**src/rtl/mips_bus_arbiter.sv**
```systemverilog
`default_nettype none
// ============================================================================
// Module      : mips_bus_arbiter
// Description : Shares one Avalon-style memory master port between the
//               instruction-fetch port and the load/store data port. Grants
//               by fixed (data first) or round-robin priority, routes
//               waitrequest/readdata to the owner only, and raises a sticky
//               watchdog flag when memory stalls one transaction too long.
// Revision    : 1.0 - initial release
// ============================================================================
module mips_bus_arbiter #(
  parameter int ROUND_ROBIN = 1,
  parameter int TIMEOUT     = 1024
) (
  input  logic        clk,
  input  logic        reset,          // asynchronous, active-low
  // instruction-fetch port
  input  logic        i_read,
  input  logic [31:0] i_address,
  output logic        i_waitrequest,
  output logic [31:0] i_readdata,
  // load/store data port
  input  logic        d_read,
  input  logic        d_write,
  input  logic [31:0] d_address,
  input  logic [31:0] d_writedata,
  input  logic [3:0]  d_byteenable,
  output logic        d_waitrequest,
  output logic [31:0] d_readdata,
  // memory master port
  output logic [31:0] address,
  output logic        read,
  output logic        write,
  output logic [31:0] writedata,
  output logic [3:0]  byteenable,
  input  logic        waitrequest,
  input  logic [31:0] readdata,
  // watchdog
  output logic        timeout_err
);

  localparam int         CW         = $clog2(TIMEOUT) + 1;
  localparam logic [CW-1:0] C_CNT_MAX = CW'(TIMEOUT - 1);
  localparam logic       C_OWNER_I  = 1'b0;
  localparam logic       C_OWNER_D  = 1'b1;

  typedef enum logic [1:0] {
    IDLE    = 2'd0,
    GRANT_I = 2'd1,
    GRANT_D = 2'd2
  } state_t;

  state_t          r_state;
  state_t          w_next_state;
  logic            r_last_owner;
  logic [CW-1:0]   r_count;
  logic            r_timeout_err;

  logic            w_d_req;
  logic            w_strobe;     // granted port's strobe, as seen on the bus
  logic            w_done;       // transaction completes this cycle
  logic            w_owned;

  assign w_d_req = d_read | d_write;
  assign w_owned = (r_state != IDLE);
  assign w_done  = w_owned & w_strobe & ~waitrequest;

  // State register, last owner, stall counter and sticky watchdog flag
  always_ff @(posedge clk or negedge reset) begin
    if (!reset) begin
      r_state       <= IDLE;
      r_last_owner  <= C_OWNER_I;
      r_count       <= '0;
      r_timeout_err <= 1'b0;
    end else begin
      r_state <= w_next_state;
      if (w_done) begin
        r_last_owner <= (r_state == GRANT_D) ? C_OWNER_D : C_OWNER_I;
      end
      if (w_owned && w_strobe && waitrequest) begin
        // Saturate so a permanently stuck memory cannot wrap the counter
        if (r_count != C_CNT_MAX) begin
          r_count <= r_count + 1'b1;
        end
        if (r_count == C_CNT_MAX) begin
          r_timeout_err <= 1'b1;
        end
      end else begin
        // Either idle, completing or withdrawn: every exit starts fresh
        r_count <= '0;
      end
    end
  end

  // Next-state arbitration and memory-side / requester-side muxing
  always_comb begin
    w_next_state  = r_state;
    w_strobe      = 1'b0;
    address       = 32'd0;
    read          = 1'b0;
    write         = 1'b0;
    writedata     = 32'd0;
    byteenable    = 4'd0;
    i_readdata    = 32'd0;
    d_readdata    = 32'd0;

    case (r_state)
      IDLE: begin
        if (w_d_req && i_read) begin
          if (ROUND_ROBIN != 0) begin
            w_next_state = (r_last_owner == C_OWNER_I) ? GRANT_D : GRANT_I;
          end else begin
            w_next_state = GRANT_D;
          end
        end else if (w_d_req) begin
          w_next_state = GRANT_D;
        end else if (i_read) begin
          w_next_state = GRANT_I;
        end
      end
      GRANT_I: begin
        w_strobe   = i_read;
        address    = i_address;
        read       = i_read;
        byteenable = 4'b1111;
        if (w_done) begin
          i_readdata = readdata;
        end
        if (!w_strobe || w_done) begin
          w_next_state = IDLE;
        end
      end
      GRANT_D: begin
        w_strobe   = w_d_req;
        address    = d_address;
        write      = d_write;
        read       = d_read & ~d_write;   // write wins a read/write collision
        byteenable = d_byteenable;
        writedata  = d_writedata;
        if (w_done) begin
          d_readdata = readdata;
        end
        if (!w_strobe || w_done) begin
          w_next_state = IDLE;
        end
      end
      default: begin
        w_next_state = IDLE;
      end
    endcase
  end

  assign i_waitrequest = !((r_state == GRANT_I) && !waitrequest);
  assign d_waitrequest = !((r_state == GRANT_D) && !waitrequest);
  assign timeout_err   = r_timeout_err;

endmodule
`default_nettype wire

```
**config.mk**
```make
export PLATFORM = sky130hd
export DESIGN_NAME = mips_bus_arbiter
export DESIGN_NICKNAME = d
export VERILOG_FILES = /design/src/rtl/mips_bus_arbiter.sv
export SDC_FILE = /design/constraint.sdc
export NUM_CORES = 1
export LEC_CHECK = 0
export CELL_PAD_IN_SITES_DETAIL_PLACEMENT = 0
export CELL_PAD_IN_SITES_GLOBAL_PLACEMENT = 1
export CORE_ASPECT_RATIO = 0.8
export CORE_MARGIN = 5
export CORE_UTILIZATION = 16
export CTS_CLUSTER_SIZE = 14
export DETAILED_ROUTE_END_ITERATION = 10
export PLACE_DENSITY_LB_ADDON = 0.1
export SETUP_SLACK_MARGIN = 0.4
export SYNTH_ARGS = -nofsm -noshare
export SYNTH_HDL_FRONTEND = slang
export SYNTH_SLANG_ARGS = --single-unit
```
**constraint.sdc**
```tcl
create_clock -name clk -period 4.4 [get_ports clk]
set_clock_uncertainty 0.2 [all_clocks]
set_input_delay 0.44 -clock clk [delete_from_list [all_inputs] [get_ports clk]]
set_output_delay 0.44 -clock clk [all_outputs]
set_load 0.02 [all_outputs]
```
==> impl_metrics.json, run 1 <==
{
  "min_period_ns": 3.57,
  "synth-main-ff-cell": "dfrtp_1",
  "status": "complete, no violations",
  "path_buf_inv": 3,
  "syn2layout_area_growth_pct": 146,
  "grt_max_degree": 71,
  "dr.first_iter.drc_count": 124,
  "clock-sinks": 15,
  "r2r_slack_ns": 1.97,
  "hpwl_um": 9780,
  "ys_seq_area_frac": 0.183,
  "dieWidth_um": 136,
  "ys_top_cells_by_area": "and2_1, dfrtp_1, a22oi_1, nor2b_1, clkbuf_1",
  "drtPass1Iterations": 4,
  "clock_path_buffers": 2,
  "final_area_um2": 5040,
  "diodes": 0,
  "fmax_mhz": 280,
  "ant_nets": 0,
  "synth_top_area_frac": 0.293,
  "cts_buffers": 3,
  "final_nets": 687,
  "hold_path.class": "reg2reg",
  "setup_viol": 0,
  "required_ns": 3.76,
  "grt.overflow.total": 0,
  "critPathKind": "reg2out",
  "synth.most_common_cell": "and2_1",
  "finalMaxSlewViolations": 0,
  "ys_warn_count": 0,
  "io_buffers": 274,
  "worstSkewPairLatency_ns": 0.24,
  "cp_top_family": "buffers and inverters",
  "synth_edf_count": 0,
  "drv_cap": 0,
  "drt-total-wl_um": 11700,
  "synth_nets": 426,
  "syn_avg_cell_area_um2": 7.21,
  "syn-cell-area_um2": 2050,
  "post_cts_resize_count": 0,
  "async_reset_ff_frac": 1.00,
  "antenna_found_initial": 0,
  "fill_cells": 1292,
  "hold_viol": 0,
  "yosys-top-cells-count": "and2_1, nor2b_1, a22oi_1, dfrtp_1, clkbuf_1",
  "slowest_delay_ns": 0.62,
  "slowest_stage": "clkdlybuf4s50_1",
  "grt_pass1_vias": 3045,
  "post_cts_buffers": 0,
  "grt_usage": 0.142,
  "rows": 37,
  "tritoncts": "done",
  "clkTransAtPathRegs_ns": 0.05,
  "coreArea_um2": 12700,
  "post-route-period-util": 0.812,
  "cts_root_buf": "clkbuf_16",
  "die_h_um": 111,
  "p_leak_nw": 1.85,
  "via_per_inst": 4.14,
  "drive_above_1_share": 0.0221,
  "finalNonFillerCells": 719,
  "num_vias": 2976,
  "place_congestion": 0.749,
  "crit_path_start_kind": "register",
  "rsz0062_at_grt": "no",
  "pwr_density_cell_nw_per_um2": 398,
  "path_cells": "inv_1 -> ha_1 -> nand2_1 -> a21o_1 -> nor2_1 -> buf_4 -> and2_1 -> clkdlybuf4s50_1",
  "cts_hold_buf": 0,
  "die_area_um2": 15200,
  "ir_worst_vdd_mv": 0.200,
  "yosysUniqueCellTypes": 35,
  "start_util": 0.161,
  "grt_pass1_wl_um": 17200,
  "wl_per_cell_um": 16.3,
  "crit_path_max_fanout": 31,
  "dpl.cell_count": 715,
  "yosysTopAreaCell": "and2_1",
  "arrival_ns": 2.93,
  "placed_area_um2": 4960,
  "endpoint_kind": "primary output",
  "cts_max_level": 1,
  "finalSetupTns_ns": 0,
  "ios": 275,
  "max_slew_margin": 0.350,
  "worst_pin_slew_ns": 0.966,
  "synth-seq-cells": 15,
  "drc": 0,
  "synthCells": 284
}
[placed cells by master (no fill, tap or decap), drive strengths merged, types with 3 or more instances in the layout]
cell type | netlist | layout
nand3 | 6 | 6
dfrtp | 15 | 15
mux2i | 4 | 4
and2 | 96 | 96
nor2 | 12 | 12
a21oi | 9 | 9
nand2 | 8 | 8
nand2b | 6 | 6
o21ai | 6 | 6
clkbuf | 14 | 4
nor2b | 36 | 36
clkdlybuf4s50 | 0 | 274
a22oi | 32 | 32
or3 | 3 | 3
buf | 9 | 5
ha | 4 | 4
[metrics by stage]
stage	power, mW	util	setup WS [ns]	hold WS [ns]
floorplan	1.08	-	2.09	-0.0556
global placement	1.85	0.391	1.08	0.241
global route	2.14	0.397	0.543	0.302
detailed placement	1.86	0.391	1.05	0.252
finish	2.00	0.397	0.826	0.257
CTS	2.04	0.397	0.776	0.263
[kinds of logic after synthesis]
family / after synthesis / synth area share
simple gates: 177 / 0.517
mux: 4 / 0.0195
compound gates: 57 / 0.199
xor+xnor: 2 / 0.00855
buf+inv: 25 / 0.0483
flops: 15 / 0.183
fa+ha+maj: 4 / 0.0244
[report_power, final]
group	switching [mW]	internal (mW)
logic	0.857	0.808
clock network	0.0530	0.123
registers	0.00945	0.153
total	0.919	1.08
[sequential cells by signal (all words and copies together) (netlist names)]
| name | count |
|---|---|
| r_state | 2 |
| r_count | 11 |
| r_last_owner | 1 |
| timeout_err | 1 |
[worst register-to-register path: stages (launching register included)]
cell and delay [ns]:
dfrtp_1 0.37, inv_1 0.09, ha_1 0.53, nand2_1 0.28, a21bo_4 0.32, or4_1 0.50, nand2_1 0.09
[routing by layer]
layer	track usage	vias up	routed length, um
met3	0.0626	2	1460
met2	0.276	172	6090
met5	0	-	0
met4	0.0121	0	21
met1	0.142	1322	4120
li1	-	1480	-
[final timing paths]
check | to | startpoint | depth (start not counted)
max | d_readdata[9] | r_state[1]$_DFFE_PN0P_ | 8
min reg2reg | timeout_err$_DFFE_PN0P_ | timeout_err$_DFFE_PN0P_ | 1
min | timeout_err$_DFFE_PN0P_ | timeout_err$_DFFE_PN0P_ | 1
min in group asynchronous | r_count[0]$_DFFE_PN0N_ | reset | 1
max reg2reg | r_count[5]$_DFFE_PN0N_ | r_state[1]$_DFFE_PN0P_ | 6
max in group asynchronous | r_state[0]$_DFFE_PN0P_ | reset | 1
[cell type report]
class / count / area [um^2] / share of cell area
Timing Repair Buffer: 279 / 2780 / 0.552
Multi-Input combinational cell: 244 / 1580 / 0.313
Sequential cell: 15 / 375 / 0.0745
Tap cell: 175 / 219 / 0.0435
Clock buffer: 4 / 78.8 / 0.0156
Inverter: 2 / 7.51 / 0.00149
No activity file was read; power rests on OpenSTA's default activity.
==> inputs of run 2 (changes only) <==
CORE_UTILIZATION = 13   (was 16)
clock period = 3.1 ns   (was 4.4 ns; I/O delays follow)
==> run 2 against run 1 <==
Effect of this change: worst hold slack gained 0.016 ns; power grew 48%; die area grew 21%; non-clock buffer count grew 8; register-to-register slack lost 1.2 ns; routed wire length grew 4.6%; setup slack lost 0.39 ns; core utilization shrank 7.6 points; critical endpoint is now i_readdata[11]; highest routed layer unchanged.
==> impl_metrics.json, run 2 (synthesis results as in run 1) <==
{
  "cp_top_family": "buffers and inverters",
  "worstSkewPairLatency_ns": 0.24,
  "clkTransAtPathRegs_ns": 0.05,
  "ant_nets": 0,
  "finalNonFillerCells": 767,
  "slowest_delay_ns": 0.38,
  "fin_util": 0.321,
  "finalMaxSlewViolations": 0,
  "grt_pass1_wl_um": 17000,
  "coreArea_um2": 15600,
  "p_int_mw": 1.61,
  "cts_hold_buf": 0,
  "most-common-layout-cells": "clkdlybuf4s50_1, and2_1, clkbuf_2",
  "rows": 41,
  "hold_path.class": "reg2reg",
  "required_ns": 2.59,
  "drc": 0,
  "syn2layout_area_growth_pct": 144,
  "max_slew_margin": 0.522,
  "final_area_um2": 5000,
  "rsz0062_at_grt": "yes",
  "status": "complete, no violations",
  "hold_viol": 0,
  "post-route-period-util": 0.860,
  "via_per_inst": 3.99,
  "p_switching_mw": 1.35,
  "finalSetupTns_ns": 0,
  "hpwl_um": 9960,
  "holdWs_ns": 0.272,
  "grt_usage": 0.117,
  "num_vias": 3063,
  "final_nets": 695,
  "swShare": 0.458,
  "critPathKind": "reg2out",
  "largest_reg_flops": 11,
  "clock_path_buffers": 2,
  "cts_max_level": 1,
  "die_area_um2": 18400,
  "tritoncts": "done",
  "drive_above_1_share": 0.156,
  "slowest_stage": "dfrtp_1",
  "dpl.cell_count": 758,
  "power_mw": 2.96,
  "top_regs": "r_count: 11 flops, r_state: 2 flops",
  "ios": 275,
  "p_leak_nw": 2.29,
  "top_register": "r_count",
  "endpoint_kind": "primary output",
  "setup_viol": 0,
  "drtPass1Iterations": 4,
  "cts_root_buf": "clkbuf_16",
  "ir_worst_vdd_mv": 0.251,
  "diodes": 0,
  "io_buffers": 274,
  "fmax_mhz": 375,
  "crit_path_max_fanout": 15,
  "power_frac_comb": 0.837,
  "dr.first_iter.drc_count": 50,
  "dieWidth_um": 150,
  "fill_cells": 1691,
  "min_period_ns": 2.67,
  "placed_area_um2": 5060,
  "pwr_density_cell_nw_per_um2": 592,
  "grt_pass1_vias": 3175,
  "place_congestion": 0.731,
  "wl_per_cell_um": 15.9,
  "die_h_um": 122,
  "final_common_cell": "clkdlybuf4s50_1",
  "r2r_slack_ns": 0.73,
  "cts_buffers": 3,
  "antenna_found_initial": 0,
  "power_frac_clock": 0.084,
  "drt-total-wl_um": 12200,
  "arrival_ns": 2.16,
  "drv_cap": 0,
  "setup_ws_ns": 0.435,
  "worst_pin_slew_ns": 0.715,
  "grt.overflow.total": 0,
  "crit_path_start_kind": "register",
  "start_util": 0.131,
  "seqPwrFrac": 0.079,
  "grt_max_degree": 71,
  "path_buf_inv": 4,
  "path_cells": "inv_1 -> ha_2 -> nand2b_1 -> a21o_2 -> nor2_4 -> buf_4 -> clkbuf_16 -> and2_1 -> clkbuf_2",
  "clock-sinks": 15,
  "dpl_worst_slack_ns": 0.213
}
[run 2: what timing repair did]
| action | 4_1_cts | 5_1_grt |
|---|---|---|
| buffers inserted | 0 | 2 |
| cloned | 0 | 3 |
| setup endpoints to repair | 134 | 99 |
| pin swaps | 0 | 2 |
| gates resized for setup | 128 | 99 |
[run 2: final timing paths]
| path | startpoint | endpoint | cells after the start |
|---|---|---|---|
| setup / recovery | r_state[1]$_DFFE_PN0P_ | i_readdata[11] | 9 |
| hold / removal | timeout_err$_DFFE_PN0P_ | timeout_err$_DFFE_PN0P_ | 1 |
| setup reg to reg | r_state[1]$_DFFE_PN0P_ | r_count[5]$_DFFE_PN0N_ | 7 |
| hold reg to reg | timeout_err$_DFFE_PN0P_ | timeout_err$_DFFE_PN0P_ | 1 |
| max in group asynchronous | reset | r_state[1]$_DFFE_PN0P_ | 1 |
| min in group asynchronous | reset | r_count[0]$_DFFE_PN0N_ | 1 |
[run 2: layer usage]
layer  part of all wire  global-route usage
met2               0.52               0.223
met1               0.34               0.117
met5                  0                   0
met4              0.017              0.0234
met3               0.13              0.0502
[run 2: worst reg2reg max path, delay by kind of cell (launching register included)]
kind / cells / cell delay (ns)
AO/OA/AOI/OAI: 1 / 0.27
flip-flops: 1 / 0.38
buffers and inverters: 2 / 0.30
AND/OR/NAND/NOR: 3 / 0.80
adder cells (fa/ha/maj): 1 / 0.36
[run 2: power groups by stage]
stage | registers, mW | logic, mW | clock network (mW)
2_1_floorplan | 0.229 | 1.30 | 0
4_1_cts | 0.231 | 2.44 | 0.258
6_report | 0.233 | 2.48 | 0.248
3_5_place_dp | 0.235 | 2.43 | 0
5_1_grt | 0.237 | 2.66 | 0.268
3_3_place_gp | 0.233 | 2.44 | 0
[run 2: cell type report]
type	count	area, um^2	area share
Inverter	2	7.51	0.00150
Timing Repair Buffer	287	2670	0.533
Sequential cell	15	375	0.0751
Multi-Input combinational cell	244	1610	0.321
Tap cell	215	269	0.0538
Clock buffer	4	78.8	0.0158
